### config.mk
export PLATFORM = sky130hd
export DESIGN_NAME = pixel_output_formatter
export DESIGN_NICKNAME = d
export VERILOG_FILES = /design/src/rtl/pixel_output_formatter_pkg.sv /design/src/rtl/pixel_output_formatter_fifo.sv /design/src/rtl/pixel_output_formatter.sv
export SDC_FILE = /design/constraint.sdc
export NUM_CORES = 1
export LEC_CHECK = 0
export ABC_AREA = 1
export BUFFER_PORTS_ARGS = -buffer_cell sky130_fd_sc_hd__buf_2
export CORE_MARGIN = 2
export CORE_UTILIZATION = 35
export DETAILED_ROUTE_END_ITERATION = 6
export GPL_TIMING_DRIVEN = 0
export HOLD_SLACK_MARGIN = 0.05
export PLACE_DENSITY_LB_ADDON = 0.15
export SLEW_MARGIN = 5
export SYNTH_ARGS = -nofsm -noshare
export SYNTH_HDL_FRONTEND = slang
export SYNTH_HIERARCHICAL = 1
export SYNTH_SLANG_ARGS = --single-unit
### constraint.sdc
create_clock -name clk -period 2.9 [get_ports clk]
set_clock_uncertainty 0.05 [all_clocks]
set_input_delay 0.29 -clock clk [delete_from_list [all_inputs] [get_ports clk]]
set_output_delay 0.29 -clock clk [all_outputs]
set_load 0.05 [all_outputs]
### src/rtl/pixel_output_formatter_pkg.sv
// Shared types and constants for the pixel output formatter.
package pixel_output_formatter_pkg;

  // maxPoint encodings for the supported component depths
  localparam logic [12:0] MAXPT_8B  = 13'd255;
  localparam logic [12:0] MAXPT_10B = 13'd1023;
  localparam logic [12:0] MAXPT_12B = 13'd4095;

  localparam int unsigned PixW   = 36;
  localparam int unsigned EntryW = PixW + 3;

  typedef enum logic [1:0] {
    StIdle,
    StActive,
    StDrain
  } state_e;

  // One FIFO entry: aligned pixel word plus its frame markers
  typedef struct packed {
    logic [PixW-1:0] data;
    logic            sof;
    logic            eol;
    logic            eof;
  } fifo_entry_t;

  // MSB-align one component; bits shifted past bit 11 are dropped
  function automatic logic [11:0] align_comp(input logic [11:0] comp, input logic [2:0] shift);
    return comp << shift;
  endfunction

endpackage

### src/rtl/pixel_output_formatter_fifo.sv
// Synchronous FIFO with registered storage; head entry read directly from the array.
module pix_sync_fifo #(
  parameter int unsigned Width = 39,
  parameter int unsigned Depth = 4
) (
  input  logic             clk_i,
  input  logic             rst_ni,
  input  logic             push_i,
  input  logic [Width-1:0] wdata_i,
  input  logic             pop_i,
  output logic [Width-1:0] rdata_o,
  output logic             full_o,
  output logic             empty_o
);

  localparam int unsigned AddrW = $clog2(Depth);
  localparam logic [AddrW:0] PtrOne = {{AddrW{1'b0}}, 1'b1};

  logic [AddrW:0]   wptr_q, wptr_d, rptr_q, rptr_d;
  logic [Width-1:0] mem_q [Depth];
  logic [Width-1:0] mem_d [Depth];
  logic             push_en, pop_en;

  // Extra pointer bit tells full (MSBs differ) from empty (pointers equal)
  assign empty_o = (wptr_q == rptr_q);
  assign full_o  = (wptr_q[AddrW] != rptr_q[AddrW]) &&
                   (wptr_q[AddrW-1:0] == rptr_q[AddrW-1:0]);
  assign push_en = push_i && !full_o;
  assign pop_en  = pop_i && !empty_o;
  assign rdata_o = mem_q[rptr_q[AddrW-1:0]];

  // Next-state for storage and pointers
  always_comb begin
    mem_d  = mem_q;
    wptr_d = wptr_q;
    rptr_d = rptr_q;
    if (push_en) begin
      mem_d[wptr_q[AddrW-1:0]] = wdata_i;
      wptr_d = wptr_q + PtrOne;
    end
    if (pop_en) begin
      rptr_d = rptr_q + PtrOne;
    end
  end

  // Storage and pointer registers; storage cleared so the idle head reads zero
  always_ff @(posedge clk_i or negedge rst_ni) begin
    if (!rst_ni) begin
      wptr_q <= '0;
      rptr_q <= '0;
      for (int unsigned i = 0; i < Depth; i++) begin
        mem_q[i] <= '0;
      end
    end else begin
      wptr_q <= wptr_d;
      rptr_q <= rptr_d;
      mem_q  <= mem_d;
    end
  end

endmodule

### src/rtl/pixel_output_formatter.sv
// Output stage: aligns RGB components, tags frame markers and buffers pixels.
module pixel_output_formatter
  import pixel_output_formatter_pkg::*;
#(
  parameter int unsigned FIFO_DEPTH = 4,
  parameter int unsigned DIM_W      = 13
) (
  input  logic             clk,
  input  logic             rst_n,
  input  logic [12:0]      maxPoint,
  input  logic [DIM_W-1:0] frame_width,
  input  logic [DIM_W-1:0] frame_height,
  input  logic             start,
  input  logic             in_valid,
  output logic             in_ready,
  input  logic [11:0]      in_r,
  input  logic [11:0]      in_g,
  input  logic [11:0]      in_b,
  output logic             out_valid,
  input  logic             out_ready,
  output logic [35:0]      out_data,
  output logic             out_sof,
  output logic             out_eol,
  output logic             out_eof,
  output logic             frame_done,
  output logic             range_err
);

  localparam logic [DIM_W-1:0] DimOne = DIM_W'(1);

  state_e           state_q, state_d;
  logic [DIM_W-1:0] x_cnt_q, x_cnt_d, y_cnt_q, y_cnt_d;
  logic [DIM_W-1:0] width_q, width_d, height_q, height_d;
  logic             range_err_q, range_err_d;

  logic             fifo_full, fifo_empty, accept, pop;
  logic             tag_sof, tag_eol, tag_eof, comp_over;
  logic [2:0]       shift_amt;
  logic [12:0]      comp_limit;
  fifo_entry_t      push_entry, head_entry;

  // Decode component depth; unrecognised maxPoint falls back to 8 bpc
  always_comb begin
    shift_amt  = 3'd4;
    comp_limit = MAXPT_8B;
    case (maxPoint)
      MAXPT_10B: begin
        shift_amt  = 3'd2;
        comp_limit = MAXPT_10B;
      end
      MAXPT_12B: begin
        shift_amt  = 3'd0;
        comp_limit = MAXPT_12B;
      end
      default: begin
        shift_amt  = 3'd4;
        comp_limit = MAXPT_8B;
      end
    endcase
  end

  assign in_ready  = (state_q == StActive) && !fifo_full;
  assign accept    = in_valid && in_ready;
  assign out_valid = !fifo_empty;
  assign pop       = out_valid && out_ready;

  assign tag_sof   = (x_cnt_q == '0) && (y_cnt_q == '0);
  assign tag_eol   = (x_cnt_q == width_q - DimOne);
  assign tag_eof   = tag_eol && (y_cnt_q == height_q - DimOne);
  assign comp_over = ({1'b0, in_r} > comp_limit) || ({1'b0, in_g} > comp_limit) ||
                     ({1'b0, in_b} > comp_limit);

  // Assemble the entry pushed on accept
  always_comb begin
    push_entry.data = {align_comp(in_r, shift_amt), align_comp(in_g, shift_amt),
                       align_comp(in_b, shift_amt)};
    push_entry.sof  = tag_sof;
    push_entry.eol  = tag_eol;
    push_entry.eof  = tag_eof;
  end

  pix_sync_fifo #(
    .Width (EntryW),
    .Depth (FIFO_DEPTH)
  ) u_fifo (
    .clk_i   (clk),
    .rst_ni  (rst_n),
    .push_i  (accept),
    .wdata_i (push_entry),
    .pop_i   (pop),
    .rdata_o (head_entry),
    .full_o  (fifo_full),
    .empty_o (fifo_empty)
  );

  // FSM next-state, position counters and sticky range error
  always_comb begin
    state_d     = state_q;
    x_cnt_d     = x_cnt_q;
    y_cnt_d     = y_cnt_q;
    width_d     = width_q;
    height_d    = height_q;
    range_err_d = range_err_q;
    case (state_q)
      StIdle: begin
        if (start && (frame_width != '0) && (frame_height != '0)) begin
          state_d     = StActive;
          width_d     = frame_width;
          height_d    = frame_height;
          x_cnt_d     = '0;
          y_cnt_d     = '0;
          range_err_d = 1'b0;
        end
      end
      StActive: begin
        if (accept) begin
          if (comp_over) begin
            range_err_d = 1'b1;
          end
          if (tag_eol) begin
            x_cnt_d = '0;
            y_cnt_d = y_cnt_q + DimOne;
          end else begin
            x_cnt_d = x_cnt_q + DimOne;
          end
          if (tag_eof) begin
            state_d = StDrain;
          end
        end
      end
      StDrain: begin
        if (pop && head_entry.eof) begin
          state_d = StIdle;
        end
      end
      default: state_d = StIdle;
    endcase
  end

  // Control state registers
  always_ff @(posedge clk or negedge rst_n) begin
    if (!rst_n) begin
      state_q     <= StIdle;
      x_cnt_q     <= '0;
      y_cnt_q     <= '0;
      width_q     <= '0;
      height_q    <= '0;
      range_err_q <= 1'b0;
    end else begin
      state_q     <= state_d;
      x_cnt_q     <= x_cnt_d;
      y_cnt_q     <= y_cnt_d;
      width_q     <= width_d;
      height_q    <= height_d;
      range_err_q <= range_err_d;
    end
  end

  assign out_data   = head_entry.data;
  assign out_sof    = head_entry.sof;
  assign out_eol    = head_entry.eol;
  assign out_eof    = head_entry.eof;
  assign frame_done = (state_q == StDrain) && pop && head_entry.eof;
  assign range_err  = range_err_q;

endmodule

==> results.md <==
CTS:
- Clock-pin slew was measured on the worst setup and hold paths at around 60 ps.
- The maximum buffer depth of the clock tree is 3.
- The number of buffers added by the clock tree synthesis step is 27.
- The clock insertion delay at the later pin of the skew report is 560 ps.
- CTS built an H-tree with a depth of 1.
- The cell sitting at the root of the clock tree is a sky130_fd_sc_hd__clkbuf_16.
- The clock net sink count is roughly 220.
- The TritonCTS clock tree is built.

Worst setup path:
- For this run, the slowest stage of the critical path takes 390 ps.
- Setup slack on the worst reg-to-reg path comes out at 110 ps.
- STA puts the critical path data arrival time at roughly 2500 ps.
- The signal on the critical path passes through buf_4, xnor2_2, nand3_2, buf_6, buf_6, buf_6, inv_1, nor2_4, buf_2.
- The startpoint identified for the worst register-to-register timing path is u_fifo/rptr_q[0].
- For this design, the slowest cell found on the critical path is sky130_fd_sc_hd__dfrtp_1.
- The category of the worst setup path launch point is a flip-flop.
- STA puts the critical path data required time at 2560 ps.
- The worst register-to-register path has a depth of 16.
- By startpoint and endpoint, the worst setup path is classified as flip-flop to primary output.
- The peak fanout along the critical path is 10.
- The most numerous cell type found on the critical path is sky130_fd_sc_hd__buf_6.
- The worst setup path is captured at a primary output.
- In this run the critical register-to-register path is captured at u_fifo/mem_q[110].

Logic synthesis:
- The most common cell in the synthesized netlist is sky130_fd_sc_hd__nand2_1.
- The synthesized design spends more area on one cell type than any other, namely sky130_fd_sc_hd__dfrtp_1.
- The share of the Yosys chip area taken by registers is 0.4165.
- The most used flip-flop cell after synthesis is sky130_fd_sc_hd__dfrtp_1.
- The cell count after synthesis is 1788.
- The number of nets in the synthesized netlist is 1891.
- The average instance area after synthesis is 7.292 µm².
- Ranked by total cell area, the synthesized netlist is headed by sky130_fd_sc_hd__dfrtp_1, sky130_fd_sc_hd__nand2_1, sky130_fd_sc_hd__nand4_1.
- The unique cell type count in the Yosys netlist is 42.
- The number of enable flip-flop cells after synthesis is 0.
- The share of async-settable or async-resettable flops after synthesis is 1.000.
- By count the netlist is led by sky130_fd_sc_hd__nand2_1, sky130_fd_sc_hd__dfrtp_1, sky130_fd_sc_hd__nor2_1.
- The count of synthesis-stage warnings from yosys is 6.
- The synthesized netlist occupies a cell area of 13040 µm².
- The flip-flop and latch count after synthesis is 217.
- The area fraction of the dominant cell type after synthesis is 0.4165.

Worst hold path:
- The number of cells on the worst hold path is 5.
- In this run the most critical hold path is launched from out_ready.
- The type of the worst min-delay path is input port to flip-flop.
- The worst hold path terminates at u_fifo/rptr_q[1].

Placement:
- In this run the cell area measured after placement is 14310 µm².
- Including well taps, the total number of placed cells is 2380.
- The count of buffers added on input and output ports is 122.
- The routability-driven placement congestion ratio is between 0.8 and 0.9.
- The half-perimeter wire length of the detailed placement result is 32.82 mm.
- The worst slack at placement is -829.5 ps.

Timing:
- Headroom to the max-slew limit came out at 0.3921.
- The setup slack of the critical path after layout is 93.09 ps.
- The total count of max-transition violations in the final report came to 0.
- Setup repair after global routing left no endpoint under its margin.
- For the pin with the worst max-slew slack, the measured transition is 902.3 ps.
- Setup violations remaining at the end of the flow were counted as 0.
- Hold is met by between 70 and 80 ps.
- The shortest clock period the worst path allows after layout is 2807 ps.
- The count of endpoints failing hold in the final timing report is 0.
- Derived from the worst setup path, the maximum achievable clock frequency is 356.3 MHz.
- Dividing the final minimum period by the clock period gives 0.9679.

Layout:
- The area of all placed cells without fillers is 15700 µm².
- Excluding fillers, the count of instances in the completed layout stands at 2460.
- 0 antenna diodes ended up in the layout.
- At the end of the flow the core is filled with cells to 0.4289.
- The area growth from synthesis to final layout is 20.44%.
- In the final layout, the share of cells above drive strength 1 is 0.1536.
- The number of nets in the final layout is 2075.

Floorplanning:
- The die covers 38810 µm².
- The overall die height is 197.0 µm.
- The I/O pin total is between 100 and 150.
- The die width is approximately 200 µm.
- The core area is 36610 µm².
- The starting density of the core is 0.3562.
- The number of placement rows is 70.

Route:
- The highest metal layer carrying signal wires in the routed design is met4.
- Wire segments on met2 add up to 21.94 mm in the final route.
- In this run the remaining antenna-violating nets after routing total 0.
- Summed over all nets, wire length on met3 after detailed routing comes to 2.882 mm.
- Before antenna repair, the detailed router went through 6 iterations.
- The routed length on met1 is slightly below 20 mm.
- The ratio of routed vias to standard cells is 5.314.
- The number of vias in the routed layout is 13070.
- The wire length after detailed routing is 45.84 mm.
- The number of design rule violations left after detail routing is 0.
- The average wire per cell in the routed design is 18.64 µm.
- For this block, the initial DRC count from the detailed router was 1067.

Pwr:
- VDD sags by at most around 0.5 mV.
- For this design the ratio of total power to cell area is slightly below 1000 nW/µm².
- For this design the static power due to leakage is 7.940 nW.

Flow run:
- Max-cap violations in this run came to 0.

GRT:
- For this run the aggregate overflow at the end of global routing stands at 0.
- The overall routing resource usage is 0.2356.
- The number of antenna violations at the first check in global routing is 0.
- The number of global-route vias before repair was 12850.
- The first global-routing pass estimated 71.85 mm of wire.
- Entering global routing, the biggest net connects 80 pins.

Outcome:
- The run finished with clean final reports.
==> layout by cell type (no fill, tap or decap), drive strengths merged, types with 15 or more instances in the layout <==
cell type	netlist	final
nand2	558	558
nand3	75	75
ha	23	23
dfrtp	217	217
nand4	175	175
nor2	197	197
inv	117	119
nor3	20	20
dlygate4sd3	0	28
xor2	25	25
a21oi	28	28
clkbuf	64	94
xnor2	15	15
o22ai	51	51
buf	58	193
o21ai	137	137
==> what timing repair did <==
action                                  in CTS  in global routing
buffers inserted                             0                  3
hold buffers                                28                  0
pin swaps                                    0                  3
endpoints found under the hold margin       90                  0
endpoints found under the setup margin     183                142
gates resized for setup                     42                 49
==> cells by family (layout without fill, tap and decap cells) <==
group           Yosys count  after routing  share of synthesized area
fa+ha+maj                23             23                    0.02207
xor+xnor                 40             40                    0.02802
buf+inv                 240            444                    0.07898
compound gates          224            224                    0.09327
flops                   217            217                     0.4165
simple gates           1044           1044                     0.3612
==> state kept, by name, indices dropped and copies added (netlist names) <==
register / flops
u_fifo/mem_q: 156
height_q: 13
width_q: 13
x_cnt_q: 13
y_cnt_q: 13
u_fifo/rptr_q: 3
u_fifo/wptr_q: 3
state_q: 2
range_err: 1
==> routing by layer <==
layer  track usage  up-vias
li1              -     6332
met1        0.3098     6216
met2        0.4011      441
met3       0.03517       84
met4       0.07157        0
met5             0        -
==> worst max-delay path by stage <==
stage                                start           endpoint  slack [ps]  depth (start not counted)
final                     u_fifo/rptr_q[0]           in_ready          90                          9
after global routing      u_fifo/rptr_q[0]   u_fifo/mem_q[27]          20                         15
after CTS                 u_fifo/rptr_q[0]  u_fifo/mem_q[104]         -20                         15
after detailed placement  u_fifo/rptr_q[1]  u_fifo/mem_q[120]        -830                         16
after global placement               rst_n        x_cnt_q[12]       -2610                          1
after floorplan           u_fifo/rptr_q[0]  u_fifo/mem_q[122]         150                         15
==> layout make-up <==
class                      count  area [µm²]
clock buffer                  38       797.0
inverter                     118       445.4
sequential                   217        5431
tap                          468       585.6
timing repair buffer         155       983.4
buffer                       122       709.4
clock inverter                11       142.6
multi-input combinational   1331        6609
fill                        3853       20910
==> worst max-delay path: cells and delay by family (launching register included) <==
kind,cells,cell delay (ps)
simple gates,2,260
xor+xnor,1,160
flops,1,390
buf+inv,6,1070
==> power by group <==
| group | leakage (nW) | internal (mW) | switching (mW) |
|---|---|---|---|
| Combinational | 4.73 | 1.96 | 5.61 |
| Sequential | 2.75 | 3.74 | 0.446 |
| Clock | 0.461 | 2.18 | 1.38 |
| Total | 7.94 | 7.88 | 7.44 |
==> per-stage QoR <==
stage          total power [mW]  TNS (ps)
6_report                  15.32         0
5_1_grt                   16.20         0
4_1_cts                   15.26    -371.8
3_5_place_dp              11.54    -88750
3_3_place_gp              11.43   -638720
2_1_floorplan             9.171         0
Power figures use the tool's default switching activity.
